<file path="src/rtl/mastermind_scorer.sv">
// Sequential Mastermind scorer: red pass then white pass, one peg per cycle, with game status.
// Define MASTERMIND_GUESS_LIMIT_EN to end the game with a loss after MAX_GUESSES scored guesses.
module mastermind_scorer #(
    parameter int unsigned PEGS        = 4,
    parameter int unsigned COLOR_W     = 3,
    parameter int unsigned MAX_GUESSES = 8
) (
    input  logic                               clk,
    input  logic                               reset,
    input  logic                               code_load,
    input  logic [PEGS*COLOR_W-1:0]            code_in,
    input  logic                               guess_valid,
    output logic                               guess_ready,
    input  logic [PEGS*COLOR_W-1:0]            guess_in,
    output logic                               result_valid,
    output logic [$clog2(PEGS+1)-1:0]          red,
    output logic [$clog2(PEGS+1)-1:0]          white,
    output logic [$clog2(MAX_GUESSES+1)-1:0]   guesses_used,
    output logic                               win,
    output logic                               lose
);

    localparam int unsigned CntW   = $clog2(PEGS + 1);
    localparam int unsigned GuessW = $clog2(MAX_GUESSES + 1);
    localparam int unsigned IdxW   = $clog2(PEGS);

    typedef enum logic [2:0] {
        StNoCode, StArmed, StRedPass, StWhitePass, StReport, StGameOver
    } state_e;

    state_e                           state_q, state_d;
    logic [PEGS-1:0][COLOR_W-1:0]     code_q, code_d;
    logic [PEGS-1:0][COLOR_W-1:0]     guess_q, guess_d;
    logic [PEGS-1:0]                  used_c_q, used_c_d;
    logic [PEGS-1:0]                  used_g_q, used_g_d;
    logic [IdxW-1:0]                  idx_q, idx_d;
    logic [CntW-1:0]                  red_q, red_d;
    logic [CntW-1:0]                  white_q, white_d;
    logic [GuessW-1:0]                guesses_q, guesses_d, guesses_inc;
    logic                             win_q, win_d;
    logic                             lose_q, lose_d;
    logic                             rv_q, rv_d;
    logic [PEGS-1:0]                  white_hit;
    logic                             found;
    logic                             limit_hit;

`ifdef MASTERMIND_GUESS_LIMIT_EN
    localparam logic [GuessW-1:0] GuessMax = GuessW'(MAX_GUESSES);
    assign limit_hit = (guesses_inc >= GuessMax);
`else
    localparam logic [GuessW-1:0] GuessMax = {GuessW{1'b1}};
    assign limit_hit = 1'b0;
`endif

    assign guesses_inc = (guesses_q == GuessMax) ? guesses_q : guesses_q + GuessW'(1);

    // Lowest unused guess peg matching the current code peg.
    always_comb begin
        white_hit = '0;
        found     = 1'b0;
        for (int unsigned j = 0; j < PEGS; j++) begin
            if (!found && !used_g_q[j] && guess_q[j] == code_q[idx_q]) begin
                white_hit[j] = 1'b1;
                found        = 1'b1;
            end
        end
    end

    always_comb begin
        state_d   = state_q;
        code_d    = code_q;
        guess_d   = guess_q;
        used_c_d  = used_c_q;
        used_g_d  = used_g_q;
        idx_d     = idx_q;
        red_d     = red_q;
        white_d   = white_q;
        guesses_d = guesses_q;
        win_d     = win_q;
        lose_d    = lose_q;
        rv_d      = 1'b0;
        if (code_load) begin
            code_d    = code_in;
            used_c_d  = '0;
            used_g_d  = '0;
            idx_d     = '0;
            red_d     = '0;
            white_d   = '0;
            guesses_d = '0;
            win_d     = 1'b0;
            lose_d    = 1'b0;
            state_d   = StArmed;
        end else begin
            unique case (state_q)
                StNoCode: ;
                StArmed: begin
                    if (guess_valid) begin
                        guess_d  = guess_in;
                        used_c_d = '0;
                        used_g_d = '0;
                        idx_d    = '0;
                        red_d    = '0;
                        white_d  = '0;
                        state_d  = StRedPass;
                    end
                end
                StRedPass: begin
                    if (code_q[idx_q] == guess_q[idx_q]) begin
                        red_d           = red_q + CntW'(1);
                        used_c_d[idx_q] = 1'b1;
                        used_g_d[idx_q] = 1'b1;
                    end
                    if (idx_q == IdxW'(PEGS - 1)) begin
                        idx_d   = '0;
                        state_d = StWhitePass;
                    end else begin
                        idx_d = idx_q + IdxW'(1);
                    end
                end
                StWhitePass: begin
                    if (!used_c_q[idx_q] && found) begin
                        white_d  = white_q + CntW'(1);
                        used_g_d = used_g_q | white_hit;
                    end
                    if (idx_q == IdxW'(PEGS - 1)) begin
                        idx_d   = '0;
                        state_d = StReport;
                    end else begin
                        idx_d = idx_q + IdxW'(1);
                    end
                end
                StReport: begin
                    // result_valid is registered, so the pulse lands one cycle after REPORT.
                    rv_d      = 1'b1;
                    guesses_d = guesses_inc;
                    if (red_q == CntW'(PEGS)) begin
                        win_d   = 1'b1;
                        state_d = StGameOver;
                    end else if (limit_hit) begin
                        lose_d  = 1'b1;
                        state_d = StGameOver;
                    end else begin
                        state_d = StArmed;
                    end
                end
                StGameOver: ;
                default: state_d = StNoCode;
            endcase
        end
    end

    always_ff @(posedge clk) begin
        if (reset) begin
            state_q   <= StNoCode;
            code_q    <= '0;
            guess_q   <= '0;
            used_c_q  <= '0;
            used_g_q  <= '0;
            idx_q     <= '0;
            red_q     <= '0;
            white_q   <= '0;
            guesses_q <= '0;
            win_q     <= 1'b0;
            lose_q    <= 1'b0;
            rv_q      <= 1'b0;
        end else begin
            state_q   <= state_d;
            code_q    <= code_d;
            guess_q   <= guess_d;
            used_c_q  <= used_c_d;
            used_g_q  <= used_g_d;
            idx_q     <= idx_d;
            red_q     <= red_d;
            white_q   <= white_d;
            guesses_q <= guesses_d;
            win_q     <= win_d;
            lose_q    <= lose_d;
            rv_q      <= rv_d;
        end
    end

    assign guess_ready  = (state_q == StArmed);
    assign result_valid = rv_q;
    assign red          = red_q;
    assign white        = white_q;
    assign guesses_used = guesses_q;
    assign win          = win_q;
    assign lose         = lose_q;

endmodule
</file>
<file path="config.mk">
export PLATFORM = sky130hd
export DESIGN_NAME = mastermind_scorer
export DESIGN_NICKNAME = d
export VERILOG_FILES = /design/src/rtl/mastermind_scorer.sv
export SDC_FILE = /design/constraint.sdc
export NUM_CORES = 1
export LEC_CHECK = 0
export ABC_AREA = 1
export CORE_UTILIZATION = 40
export CTS_CLUSTER_DIAMETER = 80
export DETAILED_ROUTE_END_ITERATION = 6
export SETUP_SLACK_MARGIN = 0.5
export SYNTH_ARGS = -nofsm -noshare
export SYNTH_HDL_FRONTEND = slang
export SYNTH_SLANG_ARGS = --single-unit
</file>
<file path="constraint.sdc">
create_clock -name clk -period 5.45 [get_ports clk]
set_input_delay 1.635 -clock clk [delete_from_list [all_inputs] [get_ports clk]]
set_output_delay 1.635 -clock clk [all_outputs]
set_load 0.05 [all_outputs]
</file>
==> results.cfg <==
[pwr]
comb_power_share = 0.170
powerDensity_nw_per_um2 = 250.2
swShare = 0.2763
power_frac_seq = 0.497
cellLeakagePower_uw = 0.001241
p_switching_uw = 212.5
irDropWorstVdd_mv = 0.1393
power_frac_clock = 0.333
internal_power_uw = 556.7

[synthesis]
synth_area_um2 = 2537
synth_fp_nets = 405
syn_inst = 369
yosysWarnings = 0
ys_seq_area_frac = 0.3866
syn_area_per_cell_um2 = 6.877
ys_seq_elements = 49
synth_cell_types = 31

[route]
drt-wirelength-per-cell_um = 11.94
drtIter0Drc = 95
vias_per_cell = 4.915
drt_wl_total_mm = 5.729
drc = 0
ant_nets = 0
num_vias = 2359
first_pass_iters = 4

[setup_path]
critPathMaxStageDelay_ns = 0.81
path_buf_inv = 3
critPathLaunchType = flip-flop
cp_top_family = buffers and inverters
cp_max_fo = 4
path_class = flip-flop to output pin
critPathRequiredTime_ns = 3.82
crit_slowest_cell = clkdlybuf4s50_1
crit_arrival_ns = 1.90
crit_chain = inv_2, nor2_1, nand2_1, inv_1, clkdlybuf4s50_1
worstSetupEndpointType = output pin

[clock_network]
cts_buffers = 5
root_buffer = clkbuf_8
path_clk_slew_ns = 0.09
cts_hold_buf = 0
cts_setup_buffers = 0
post_cts_resized = 0
clock_sinks = 49
clock_path_buffers = 2
htree_levels = 2
insertion_delay_ns = 0.30
cts_tree = yes

[timing]
finalSetupTns_ns = 0
rsz0062_at_grt = false
slew_headroom = 0.4737
report.final.slew_viol_count = 0
holdWs_ns = 0.4583
setup_viol = 0
hold_violations = 0
clock_skew_ns = 0.005589
final.min_clock_period_ns = 3.533
fmaxAchievable_mhz = 283.0
period_share = 0.6483
worst_pin_slew_ns = 0.7884

[placed_design]
dpl.hpwl_mm = 4.207
portBuffers = 40
place_area_um2 = 2970
gp_congestion = 0.8121

[finish]
seqCellArea_um2 = 980.9
finalInstanceArea_um2 = 3074
multi_input_area_um2 = 1321
nNetsFinal = 441
nFillCells = 617
drive_above_1_share = 0.06914
area_growth_syn_to_layout_pct = 21.15
antenna_cells = 0
postLayoutCoreUtil = 0.5102

[grt]
track_usage = 0.1897
grt_pass1_wl_mm = 9.528
grt_max_degree = 25
antenna_found_initial = 0
gr-total-overflow = 0
grt_pass1_vias = 2034

[floorplan]
dieHeight_um = 81.65
io_pins = 42
core-area_um2 = 6026
die_x_um = 81.65
die_area_um2 = 6666
rows = 28
initial_core_util = 0.4211

[run_status]
status = completed

[job]
max-cap-violations = 0

[min_path]
min_path_type = flip-flop to flip-flop
per-layer routing:
| metal | share of wire | global-route usage | up-vias |
|---|---|---|---|
| met4 | 0.0082 | 0.04737 | 0 |
| met2 | 0.42 | 0.2800 | 53 |
| li1 | - | - | 1265 |
| met5 | 0 | 0 | - |
| met1 | 0.53 | 0.2703 | 1037 |
| met3 | 0.040 | 0.05333 | 4 |
registers in the layout (all words and copies together), names as in the netlist:
signal / cells
code_q: 12
guess_q: 12
guesses_used: 4
used_c_q: 4
used_g_q: 4
red: 3
state_q: 3
white: 3
idx_q: 2
result_valid: 1
win: 1
path summary, 6_finish.rpt:
check | startpoint | endpoint | slack [ns] | depth (start not counted)
max | state_q[0]$_SDFFE_PP0P_ | guess_ready | 1.92 | 5
min | win$_SDFFE_PP0P_ | win$_SDFFE_PP0P_ | 0.46 | 2
max reg2reg | idx_q[0]$_SDFFE_PP0P_ | white[0]$_SDFFE_PP0P_ | 2.82 | 13
min reg2reg | win$_SDFFE_PP0P_ | win$_SDFFE_PP0P_ | 0.46 | 2
metrics by stage:
step / setup slack, ns / cells / total power (µW)
floorplan: 2.853 / 369 / 477.4
global placement: 1.931 / 473 / 519.7
detailed placement: 1.863 / 473 / 520.6
CTS: 1.921 / 480 / 775.9
global route: 1.790 / 480 / 810.6
finish: 1.917 / 480 / 769.2
layout by cell type (no fill, tap or decap), types with 6 or more instances in the layout:
master	instances
o21ai_1	9
nand4_1	8
nand3_1	21
nand3_2	6
a21oi_1	33
clkdlybuf4s50_1	40
inv_1	39
dfxtp_1	49
ha_1	8
nand2_2	6
nor2_1	47
nand2_1	75
inv_2	6
o21ai_0	29
cell usage after synthesis:
| master | instances | area (µm²) |
|---|---|---|
| dfxtp_1 | 49 | 980.9 |
| buf_2 | 1 | 5.000 |
| o311ai_1 | 1 | 8.760 |
| a211oi_1 | 2 | 15.01 |
| a31oi_1 | 3 | 18.77 |
| buf_6 | 1 | 11.26 |
| and3_1 | 1 | 6.260 |
| nor2_1 | 47 | 176.4 |
| xor2_1 | 4 | 35.03 |
| inv_1 | 39 | 146.4 |
| inv_2 | 6 | 22.52 |
| nand2_2 | 6 | 37.54 |
| o21ai_0 | 29 | 145.1 |
| buf_4 | 3 | 22.52 |
| or2_1 | 1 | 6.260 |
| a21oi_1 | 33 | 165.2 |
| nor3_1 | 2 | 10.01 |
| nand2_1 | 75 | 281.5 |
| ha_1 | 8 | 100.1 |
| clkbuf_1 | 6 | 22.52 |
| o21ai_4 | 1 | 16.27 |
| nand4_1 | 8 | 50.05 |
| or2_0 | 1 | 6.260 |
| o21a_1 | 2 | 15.01 |
| a22oi_1 | 1 | 7.510 |
| nand3_2 | 6 | 60.06 |
| clkinv_2 | 1 | 5.000 |
| or2_2 | 1 | 6.260 |
| nand3_1 | 21 | 105.1 |
| o21ai_1 | 9 | 45.04 |
| conb_1 | 1 | 3.750 |
logic make-up (layout without fill, tap and decap cells):
family	Yosys count	count (layout)	synth area share
other	1	1	0.001478
buffers and inverters	57	93	0.09270
and+or+nand+nor	169	169	0.2939
adders and majority gates	8	8	0.03945
AOI/OAI and AO/OA	81	81	0.1721
DFF	49	49	0.3866
xor gates and xnor gates	4	4	0.01381
layout make-up:
class | instances | share of cell area
Multi-Input combinational cell | 263 | 0.4298
Sequential cell | 49 | 0.3191
Timing Repair Buffer | 40 | 0.1302
Inverter | 46 | 0.05657
Tap cell | 75 | 0.03053
Clock buffer | 5 | 0.02239
Clock inverter | 2 | 0.01140
tightest hold or removal path: stages (launching register included):
cell	delay (ns)
dfxtp_1	0.32
inv_1	0.04
a21oi_1	0.05
power groups by stage:
stage,clock network (µW),registers (µW),logic [µW]
final,256,382,130
after global routing,278,385,148
after global placement,0,391,129
after detailed placement,0,391,130
after floorplan,0,393,84.8
after CTS,263,382,131
(Power assumes the default switching activity.)
==> RTL change: new RTL, config.mk and constraints unchanged <==
Re-encode `state_e` (6 states) as one-hot, 6 bits wide.
--- a/src/rtl/mastermind_scorer.sv
+++ b/src/rtl/mastermind_scorer.sv
@@ -25,6 +25,6 @@
     localparam int unsigned IdxW   = $clog2(PEGS);
 
-    typedef enum logic [2:0] {
-        StNoCode, StArmed, StRedPass, StWhitePass, StReport, StGameOver
+    typedef enum logic [5:0] {
+        StNoCode = 6'b000001, StArmed = 6'b000010, StRedPass = 6'b000100, StWhitePass = 6'b001000, StReport = 6'b010000, StGameOver = 6'b100000
     } state_e;
 
Check against the original RTL: same outputs for any inputs over 10 cycles, from zero or initial values and one cycle with reset high; not proved beyond that.
==> RTL change against the unedited design <==
  * First-iteration DRC count up 38%
  * Fmax down 4.9%
  * Power up 5.1%
  * Area after synthesis up 13%
  * Register-to-register slack better by 0.03 ns
  * Count of clock-buffer cells in the layout unchanged
  * Final area up 11%
  * Worst setup slack worse by 0.18 ns
  * Sequential cell count up 3
  * Routed wire length up 12%
==> RTL change: results <==
group,metric,value,unit
placed_design,gp_congestion,0.763,
grt,grt_pass1_wl,11200,µm
cells_and_area,drive_gt1_frac,0.0887,
grt,grt_use_met3,0.0333,
placed_design,place_inst,550,
synthesis,synth_compound_area_frac,0.109,
synthesis,synth_xor_area_frac,0.00919,
pwr,power_switching,0.227,mW
route,drtIter0Drc,131,
synthesis,synth_area_leaders,"dfxtp_1, nand2_1, nor2_1",
placed_design,detailed_place_hpwl,4930,µm
grt,use_met2,0.303,
synthesis,synth_nets,463,
grt,grt_max_degree,29,
route,wl_per_cell,11.5,µm
synthesis,ys_seq_area_frac,0.364,
synthesis,synthAdderAreaFrac,0.0350,
synthesis,yosys_warnings,0,
cells_and_area,nets,497,
sta,tightest_slew,0.826,ns
run_status,status,"finished clean",
pwr,power.leakage,1.41,nW
grt,track_usage,0.191,
cells_and_area,largestRegisters,"code_q: 12 flops, guess_q: 12 flops, state_q: 6 flops",
route,wl,6440,µm
pwr,vdd_drop_max,0.107,mV
placed_design,place_ws,1.45,ns
grt,grt_use_met1,0.263,
synthesis,synth.avg_cell_area,6.69,µm²
-- RTL change: cell types whose count changed after synthesis, moves of 4 or more --
cell | unedited run | this run
nor3_1 | 2 | 26
nand2_1 | 75 | 91
nor2_1 | 47 | 61
a21oi_1 | 33 | 21
inv_1 | 39 | 49
nand3_1 | 21 | 28
inv_2 | 6 | 10
o21ai_0 | 29 | 25
o21ai_1 | 9 | 5
-- RTL change: worst min-delay path: stages (launching register included) --
cell and delay (ns):
dfxtp_1 0.32, inv_1 0.05, a21oi_1 0.05
-- RTL change: cell type report --
cell class,count,area [µm²]
inverters,60,228
repair buffers,41,408
flip-flops and latches,52,1040
clock inverters,3,46.3
well taps,96,120
multi-input cells,301,1510
fillers,721,3410
clock buffers,5,68.8
-- RTL change: metrics by stage --
step | hold slack (ns) | cell area (µm²) | utilization | total power, mW
5_1_grt | 0.486 | 3420 | 0.501 | 0.849
3_3_place_gp | 0.446 | 3310 | 0.484 | 0.538
4_1_cts | 0.467 | 3420 | 0.501 | 0.819
6_report | 0.464 | 3420 | 0.501 | 0.809
2_1_floorplan | 0.430 | 2860 | - | 0.498
3_5_place_dp | 0.452 | 3310 | 0.484 | 0.540
-- RTL change: logic make-up (layout without fill, tap and decap cells) --
family,count (synthesis),after routing
buf+inv,74,109
simple gates,232,232
xor+xnor,3,3
flops,52,52
compound gates,57,57
fa+ha+maj,8,8
other cells,1,1
-- RTL change: path summary, 6_finish.rpt --
path	from	to	slack, ns
setup reg to reg	idx_q[0]	red[2]	2.85
setup / recovery	state_q[3]	guess_ready	1.74
hold / removal	used_c_q[3]	used_c_q[3]	0.46
hold reg to reg	used_c_q[3]	used_c_q[3]	0.46
-- RTL change: power groups by stage --
stage                     Sequential (mW)  Clock (mW)  Combinational (mW)
after floorplan                     0.412           0              0.0867
after global placement              0.411           0               0.127
after detailed placement            0.412           0               0.128
after CTS                           0.403       0.287               0.129
after global routing                0.405       0.299               0.145
final                               0.403       0.278               0.128
-- RTL change: layer usage --
| metal | up-vias | wire length [µm] |
|---|---|---|
| li1 | 1429 | - |
| met1 | 1183 | 3360 |
| met2 | 37 | 2810 |
| met3 | 7 | 182 |
| met4 | 0 | 88 |
| met5 | - | 0 |
